## config.mk

```make
export PLATFORM = sky130hd
export DESIGN_NAME = mmio_gpio_bank
export DESIGN_NICKNAME = d
export VERILOG_FILES = /design/src/rtl/mmio_gpio_bank.sv
export SDC_FILE = /design/constraint.sdc
export NUM_CORES = 1
export LEC_CHECK = 0
export ABC_AREA = 1
export ABC_CLOCK_PERIOD_IN_PS = 4200
export CAP_MARGIN = 5
export CORE_MARGIN = 2
export CORE_UTILIZATION = 44
export CTS_CLUSTER_DIAMETER = 30
export CTS_CLUSTER_SIZE = 30
export DETAILED_ROUTE_END_ITERATION = 8
export MAX_ROUTING_LAYER = met4
export PLACE_DENSITY = 0.67
export SLEW_MARGIN = 10
export SYNTH_ARGS = -nofsm -noshare
export SYNTH_HDL_FRONTEND = slang
export SYNTH_SLANG_ARGS = --single-unit
```

## constraint.sdc

```tcl
create_clock -name clk -period 4.2 [get_ports clk]
set_input_delay 1.26 -clock clk [delete_from_list [all_inputs] [get_ports clk]]
set_output_delay 1.26 -clock clk [all_outputs]
set_load 0.1 [all_outputs]
```

## src/rtl/mmio_gpio_bank.sv

```systemverilog
// mmio_gpio_bank
//   Memory-mapped bank of NPORTS 8-bit output ports and NPORTS 8-bit input
//   ports for the mcu data-memory bus. Outputs have direct, atomic-set and
//   atomic-clear aliases. Inputs are synchronised, compared against their
//   previous value to raise sticky change flags (write-1-to-clear), and the
//   flags are masked into a single level interrupt.
//
//   Byte offsets from BASE (p = port index):
//     0x00+p OUT   0x08+p SET   0x10+p CLR
//     0x18+p IN    0x20+p CHG   0x28+p MASK
//   Unused offsets inside the block read 0 with rd_hit=1.
//
// Ports
//   clk       system clock
//   rst       synchronous, active-high reset
//   addr      byte address from the CPU
//   wen       write strobe, one cycle per write
//   byt       1 = byte access, 0 = 16-bit word access
//   wdata     write data
//   rdata     read data for the address presented on the previous cycle
//   rd_hit    rdata belongs to this block (aligned with rdata)
//   port_out  output port bits, port p = [8p+7:8p]
//   port_in   asynchronous input pins, port p = [8p+7:8p]
//   irq       level interrupt, |(CHG & MASK) delayed by one cycle
module mmio_gpio_bank #(
    parameter int          ADDR_WIDTH = 10,
    parameter int unsigned BASE       = 32'h0000_0080,
    parameter int          NPORTS     = 2,
    parameter logic [NPORTS*8-1:0] OUT_RESET = {(NPORTS*8){1'b0}}
) (
    input  logic                  clk,
    input  logic                  rst,
    input  logic [ADDR_WIDTH-1:0] addr,
    input  logic                  wen,
    input  logic                  byt,
    input  logic [15:0]           wdata,
    output logic [15:0]           rdata,
    output logic                  rd_hit,
    output logic [NPORTS*8-1:0]   port_out,
    input  logic [NPORTS*8-1:0]   port_in,
    output logic                  irq
);

    localparam int W = NPORTS * 8;
    localparam logic [ADDR_WIDTH-1:0] BASE_A = ADDR_WIDTH'(BASE);

    // True when a byte address falls inside this 64-byte block.
    function automatic logic in_block(input logic [ADDR_WIDTH-1:0] a);
        return a[ADDR_WIDTH-1:6] == BASE_A[ADDR_WIDTH-1:6];
    endfunction

    // Read value of one byte offset; unused offsets return 0.
    function automatic logic [7:0] rd_byte(
        input logic [5:0]   off,
        input logic [W-1:0] o,
        input logic [W-1:0] i,
        input logic [W-1:0] c,
        input logic [W-1:0] m
    );
        logic [7:0] b;
        b = 8'h00;
        for (int k = 0; k < NPORTS; k++) begin
            if (off[2:0] == 3'(k)) begin
                case (off[5:3])
                    3'd0, 3'd1, 3'd2: b = o[k*8 +: 8];
                    3'd3:             b = i[k*8 +: 8];
                    3'd4:             b = c[k*8 +: 8];
                    3'd5:             b = m[k*8 +: 8];
                    default:          b = 8'h00;
                endcase
            end else begin
            end
        end
        return b;
    endfunction

    logic [W-1:0] out_r;
    logic [W-1:0] mask_r;
    logic [W-1:0] chg_r;
    logic [W-1:0] sync1_r;
    logic [W-1:0] sync2_r;
    logic [W-1:0] prev_r;
    logic [1:0]   warm_r;
    logic         irq_r;
    logic [5:0]   addr_d_r;
    logic         rd_hit_r;

    logic [W-1:0] out_n_s;
    logic [W-1:0] mask_n_s;
    logic [W-1:0] w1c_s;
    logic [W-1:0] event_s;
    logic         lane_en_s  [2];
    logic [5:0]   lane_off_s [2];
    logic [7:0]   lane_dat_s [2];

    // Split a bus write into up to two byte lanes. Lane 1 only exists for
    // a word write at an even address; it is always addr|1, so it lies in
    // the same block as lane 0.
    always_comb begin
        lane_en_s[0]  = wen && in_block(addr);
        lane_off_s[0] = addr[5:0];
        lane_dat_s[0] = addr[0] ? wdata[15:8] : wdata[7:0];
        lane_en_s[1]  = wen && !byt && !addr[0] && in_block(addr);
        lane_off_s[1] = {addr[5:1], 1'b1};
        lane_dat_s[1] = wdata[15:8];
    end

    // Apply lane writes to OUT/SET/CLR/MASK and collect CHG clear bits.
    always_comb begin
        out_n_s  = out_r;
        mask_n_s = mask_r;
        w1c_s    = {W{1'b0}};
        for (int l = 0; l < 2; l++) begin
            for (int k = 0; k < NPORTS; k++) begin
                if (lane_en_s[l] && (lane_off_s[l][2:0] == 3'(k))) begin
                    case (lane_off_s[l][5:3])
                        3'd0: out_n_s[k*8 +: 8]  = lane_dat_s[l];
                        3'd1: out_n_s[k*8 +: 8]  = out_n_s[k*8 +: 8] | lane_dat_s[l];
                        3'd2: out_n_s[k*8 +: 8]  = out_n_s[k*8 +: 8] & ~lane_dat_s[l];
                        3'd4: w1c_s[k*8 +: 8]    = w1c_s[k*8 +: 8] | lane_dat_s[l];
                        3'd5: mask_n_s[k*8 +: 8] = lane_dat_s[l];
                        default: ;
                    endcase
                end else begin
                end
            end
        end
    end

    // Change events are held off until the warm-up counter has drained so
    // the synchroniser filling after reset does not raise flags.
    always_comb begin
        if (warm_r == 2'd0) begin
            event_s = sync2_r ^ prev_r;
        end else begin
            event_s = {W{1'b0}};
        end
    end

    // State registers: ports, flags, synchroniser chain, warm-up, read address.
    always_ff @(posedge clk) begin
        if (rst) begin
            out_r    <= OUT_RESET;
            mask_r   <= {W{1'b0}};
            chg_r    <= {W{1'b0}};
            sync1_r  <= {W{1'b0}};
            sync2_r  <= {W{1'b0}};
            prev_r   <= {W{1'b0}};
            warm_r   <= 2'd3;
            irq_r    <= 1'b0;
            addr_d_r <= 6'd0;
            rd_hit_r <= 1'b0;
        end else begin
            out_r    <= out_n_s;
            mask_r   <= mask_n_s;
            // A new event on a bit beats a simultaneous clear of that bit.
            chg_r    <= (chg_r & ~w1c_s) | event_s;
            sync1_r  <= port_in;
            sync2_r  <= sync1_r;
            prev_r   <= sync2_r;
            if (warm_r != 2'd0) begin
                warm_r <= warm_r - 2'd1;
            end else begin
                warm_r <= warm_r;
            end
            irq_r    <= |(chg_r & mask_r);
            addr_d_r <= addr[5:0];
            rd_hit_r <= in_block(addr);
        end
    end

    // Read mux on the registered address; the word is always the aligned pair.
    always_comb begin
        if (rd_hit_r) begin
            rdata = {rd_byte(addr_d_r | 6'h01, out_r, sync2_r, chg_r, mask_r),
                     rd_byte(addr_d_r & 6'h3E, out_r, sync2_r, chg_r, mask_r)};
        end else begin
            rdata = 16'h0000;
        end
    end

    assign rd_hit   = rd_hit_r;
    assign port_out = out_r;
    assign irq      = irq_r;

endmodule

```

## After elaboration in Yosys (flattened, before gate mapping)

Cells that the tools add are included.

- Register bits after elaboration: 106
- Latch bits: 0
- RAM bits: 0
- Memories: 0
- Bits in read-only memories: 0
- Word-level logic and storage cells: 92
- Output and inout port bits: 34
- Bits of input ports: 46

- Add/sub/neg operators: 1
- Magnitude comparators: 0
- Shift-type cells: 0
- Bitwise gates (word level): 17
- Divide/modulo/power cells: 0
- Reductions and logical operators: 22
- Multipliers: 0
- Muxes and demuxes: 31
- Equal/unequal tests: 11

Operator list:

| operator | number |
|---|---|
| 2-to-1 mux 8 bit | 23 |
| one-hot mux 8 bit (3 select lines) | 4 |
| one-hot mux 8 bit (4 select lines) | 2 |
| bitwise OR 8 bit | 6 |
| AND 16 bit | 2 |
| AND 8 bit | 4 |
| 2-to-1 mux 16 bit | 2 |
| logical NOT 3 bit | 6 |
| NOT 16 bit | 1 |
| NOT 8 bit | 2 |
| bitwise OR 16 bit | 1 |
| OR reduction 16 bit | 1 |
| bitwise XOR 16 bit | 1 |
| == test 3 bit, second input constant | 4 |
| == test 3 x 1 -> 1 bit, second input constant | 3 |
| == test 3 x 2 -> 1 bit, second input constant | 3 |
| logical AND 1 bit | 8 |
| logical NOT 2 bit | 3 |
| == test 4 x 2 -> 1 bit, second input constant | 1 |
| OR reduction 3 bit | 1 |
| logical NOT 1 bit | 2 |
| nonzero test 2 bit | 1 |
| subtractor 2 x 1 -> 2 bit, second input constant | 1 |

## Logic depth before layout (Yosys ltp)

- Word-level depth: 10
- Gate-level depth with buffers: 10
- Mapped depth without buffers: 9

## Worst setup path after synthesis

Ideal clock, no wire load.

- Path type: flip-flop to output port
- Start: register rd_hit_r (netlist: rd_hit)
- End: output port rdata[10]
- Buffers on the path: 1
- Cell stages (with the launch flop): 4
- Slack: 73 ps
- Arrival: 2867 ps
- Cells stage by stage: dfxtp_1 o211ai_1 clkbuf_1 nor2_1

- Cells in the longest elaborated chain, start to end: 1

Ends and longest elaborated chain:

| item | RTL line | source |
|---|---|---|
| start: declaration | 86 | `logic rd_hit_r;` |
| start signal: assignment | 168 | `rd_hit_r <= in_block(addr);` |
| 2-to-1 mux 16 bit | 174 | `if (rd_hit_r) begin` |
| end: declaration | 37 | `output logic [15:0] rdata,` |

Every way passes these cells.

## Worst setup path after layout

- Start: register addr_d_r[5]
- End: output port rdata[15]

- Cells in the longest elaborated chain, start to end: 6
- Elaborated cells between the ends (all ways): 12
- Classes of those cells: eq/ne (5); mux (5); reduce/logical (2)

Ends and longest elaborated chain:

| item | RTL line | source |
|---|---|---|
| start: declaration | 85 | `logic [5:0] addr_d_r;` |
| start signal: assignment | 167 | `addr_d_r <= addr[5:0];` |
| == test 3 x 1 -> 1 bit, or another cell as far along | 64 | `case (off[5:3])` |
| OR reduction 3 bit | 64 |  |
| one-hot mux 8 bit (4 select lines) | 64 |  |
| 2-to-1 mux 8 bit | 63 | `if (off[2:0] == 3'(k)) begin` |
| 2-to-1 mux 8 bit * | 63 |  |
| 2-to-1 mux 16 bit * | 174 |  |

Mark *: on every way between the ends. The rest lies on a longest branch, timed or not.

==> flow_summary.toml <==
[clock_tree]
cts.repair.resized = 0
cts_hold_buf = 0
cts_tree = "built"
cts-root-buf = "clkbuf_16"
cts_setup_buffers = 0
cts.clk_slew.worst_paths_ns = 0.07
numCtsBuffers = 9
cts_num_sinks = 105
cts-htree-levels = 3
clockBufferDepth = 2
clkLatencyLatePin_ns = 0.35

[synthesis]
synth_xor_area_share_pct = 0
ys_seq_elements = 105
yosys.area.top_type = "dfxtp_1"
syn_area_um2 = 4972
avgSynthCellArea_um2 = 6.964
synthAdderAreaFrac_pct = 0.2516
ys_warn_count = 0
yosysMostFrequentCell = "nand2_1"
syn-num-nets = 761
synthFlopType = "dfxtp_1"
synth-seq-area-share_pct = 42.27
synth_compound_area_share_pct = 16.86
yosysTopAreaCellShare_pct = 42.27
muxShareOfSynthArea_pct = 0
synth_edf_count = 0
synth_simple_gate_area_share_pct = 30.60
synth_top_family_by_area = "simple AND/OR/NAND/NOR gates"
yosysUniqueCellTypes = 32
synthCells = 714
synthArstFlopShare_pct = 0
synthTopCellsByCount = "nand2_1 (170), dfxtp_1 (105), nor2_1 (93)"
netlist_top_cells_area = "dfxtp_1 (42%), nand2_1 (13%), nor2_1 (7.0%), a21oi_1 (5.9%), inv_1 (5.7%)"

[global_route]
grt_pass1_vias = 4555
grt_max_degree = 106
track_usage_pct = 27.56
grt_pass1_wl_um = 24290
antenna_found_initial = 0
globalRoute.totalOverflow = 0

[floorplan]
die_height_um = 110.3
die_area_um2 = 12170
initial_utilization_pct = 45.47
top_level_ports = 80
die_x_um = 110.3
row_count = 38
coreArea_um2 = 10940

[timing]
finalHoldViolations = 0
fin_crit_sh_pct = 86.22
layout_setup_ws_ns = 0.5786
fmax_mhz = 276.1
drv_slew = 0
fin_crit_ns = 3.621
finalClockSkew_ns = 0.008653
fin_tns_setup_ns = 0
rsz0062_at_grt = "no"
relSlewSlack_pct = 23.68
setup_viol = 0
tightestPinTransition_ns = 1.145

[route]
via_per_inst = 5.289
post_drt_wl_per_cell_um = 16.69
vias = 4876
routed_wl_um = 15390
drc_errors = 0
antenna_left = 0
dr.first_iter.drc_count = 513
first_pass_iters = 5

[critical_path]
critical_path.startpoint_type = "flop"
r2r_end = "chg_r[15]"
timing.rr.start = "warm_r[0]"
slowest_stage = "nand3_1"
crit_type = "flop to output port"
cpLargestDelayFamily = "simple AND/OR/NAND/NOR gates"
required_ns = 2.94
worstSetupPathDepth = 6
path_max_fanout = 18
rr_worst_depth = 6
reg2reg_setup_slack_ns = 2.56
cp.arrival_ns = 2.36
setup.worst_path.end_class = "output port"
critPathMaxStageDelay_ns = 0.54
path_cells = "inv_2, nand3_1, o21ai_0, a221oi_1, nor2_1, buf_4"
crit_buf_inv = 2

[power]
ir_worst_vdd_mv = 0.2093
p_leak_nw = 2.359
powerDensity_nw_per_um2 = 350.1

[min_path]
holdPathStages = 2
hold_class = "flop to flop"
holdPathEnd = "sync2_r[8]"
min-delay-start = "sync1_r[8]"

[layout]
areaGrowthSynthToFinish_pct = 22.24
diodes = 0
fin_cells = 922
fin_nets = 824
drive_above_1_share_pct = 9.335
fillers = 1100

[place]
dp_cells = 906
dp_hpwl_um = 11410
dpl_worst_slack_ns = 0.8988
port_buffers = 79
gp_congestion = 0.8931

[run_status]
status = "finished clean"

[flow_run]
cap_violations = 0
-- state kept, by name, indices dropped and copies added (netlist names), 2 cells and up --
name,flops
addr_d_r,5
chg_r,16
mask_r,16
port_out,16
prev_r,16
sync1_r,16
sync2_r,16
warm_r,2
-- logic make-up (layout without fill, tap and decap cells) --
logic type	after synthesis	in the layout
and+or+nand+nor	350	350
AOI/OAI and AO/OA	142	142
buffers and inverters	116	184
DFF	105	105
adders and majority gates	1	1
-- per-stage QoR --
stage                     power (mW)  hold slack, ns  area (um2)  utilization [%]
after detailed placement       1.261          0.3917        5764            52.71
after global placement         1.257          0.3893        5764            52.71
after floorplan                1.174          0.3883        4972                -
after global routing           2.207          0.4231        6078            55.58
final                          2.128          0.4012        6078            55.58
after CTS                      2.137          0.4009        6078            55.58
-- routing by layer --
| layer | vias to the layer above | GRT usage, % | share of wire [%] |
|---|---|---|---|
| met5 | - | - | 0 |
| met4 | 0 | 6.964 | 1.6 |
| met3 | 22 | 4.586 | 6.6 |
| met2 | 168 | 42.11 | 44 |
| met1 | 2243 | 38.10 | 47 |
| li1 | 2443 | - | - |
-- cell usage in the layout (no fill, tap or decap), types with 18 or more instances in the layout --
cell,synthesis,final
nand2_1,170,170
dfxtp_1,105,105
buf_4,4,23
o21ai_0,42,42
a221oi_1,18,18
a21oi_1,59,59
nand3_1,56,56
nor2_1,93,93
clkdlybuf4s50_1,0,62
inv_1,75,75
-- cell type report --
class                   instances  area [um2]  share of cell area, %
inverters                      83       321.6                  5.290
flip-flops and latches        105        2102                  34.58
clock buffers                  11       252.7                  4.158
well taps                     140       175.2                  2.882
clock inverters                 5       61.31                  1.009
multi-input cells             493        2372                  39.03
repair buffers                 85       793.3                  13.05
-- worst min-delay path, delay by kind of cell, from the launching register on --
family | cells | cell delay, ns
flip-flops | 1 | 0.30
buffers and inverters | 1 | 0.04
AND/OR/NAND/NOR | 1 | 0.03
-- report_power, final --
part / switching [mW] / internal (mW)
registers: 0.0150 / 1.02
logic: 0.129 / 0.0717
clock network: 0.390 / 0.498
total: 0.534 / 1.59
-- worst max path at each step --
stage	slack [ns]	endpoint	startpoint
after floorplan	0.07	rdata[10]	rd_hit
after global placement	0.93	port_out[1]	addr[0]
after detailed placement	0.90	port_out[0]	addr[0]
after CTS	0.59	rdata[15]	addr_d_r[5]
after global routing	0.29	rdata[15]	addr_d_r[5]
final	0.58	rdata[15]	addr_d_r[5]
Note: power is estimated with default switching activity, not from simulation.
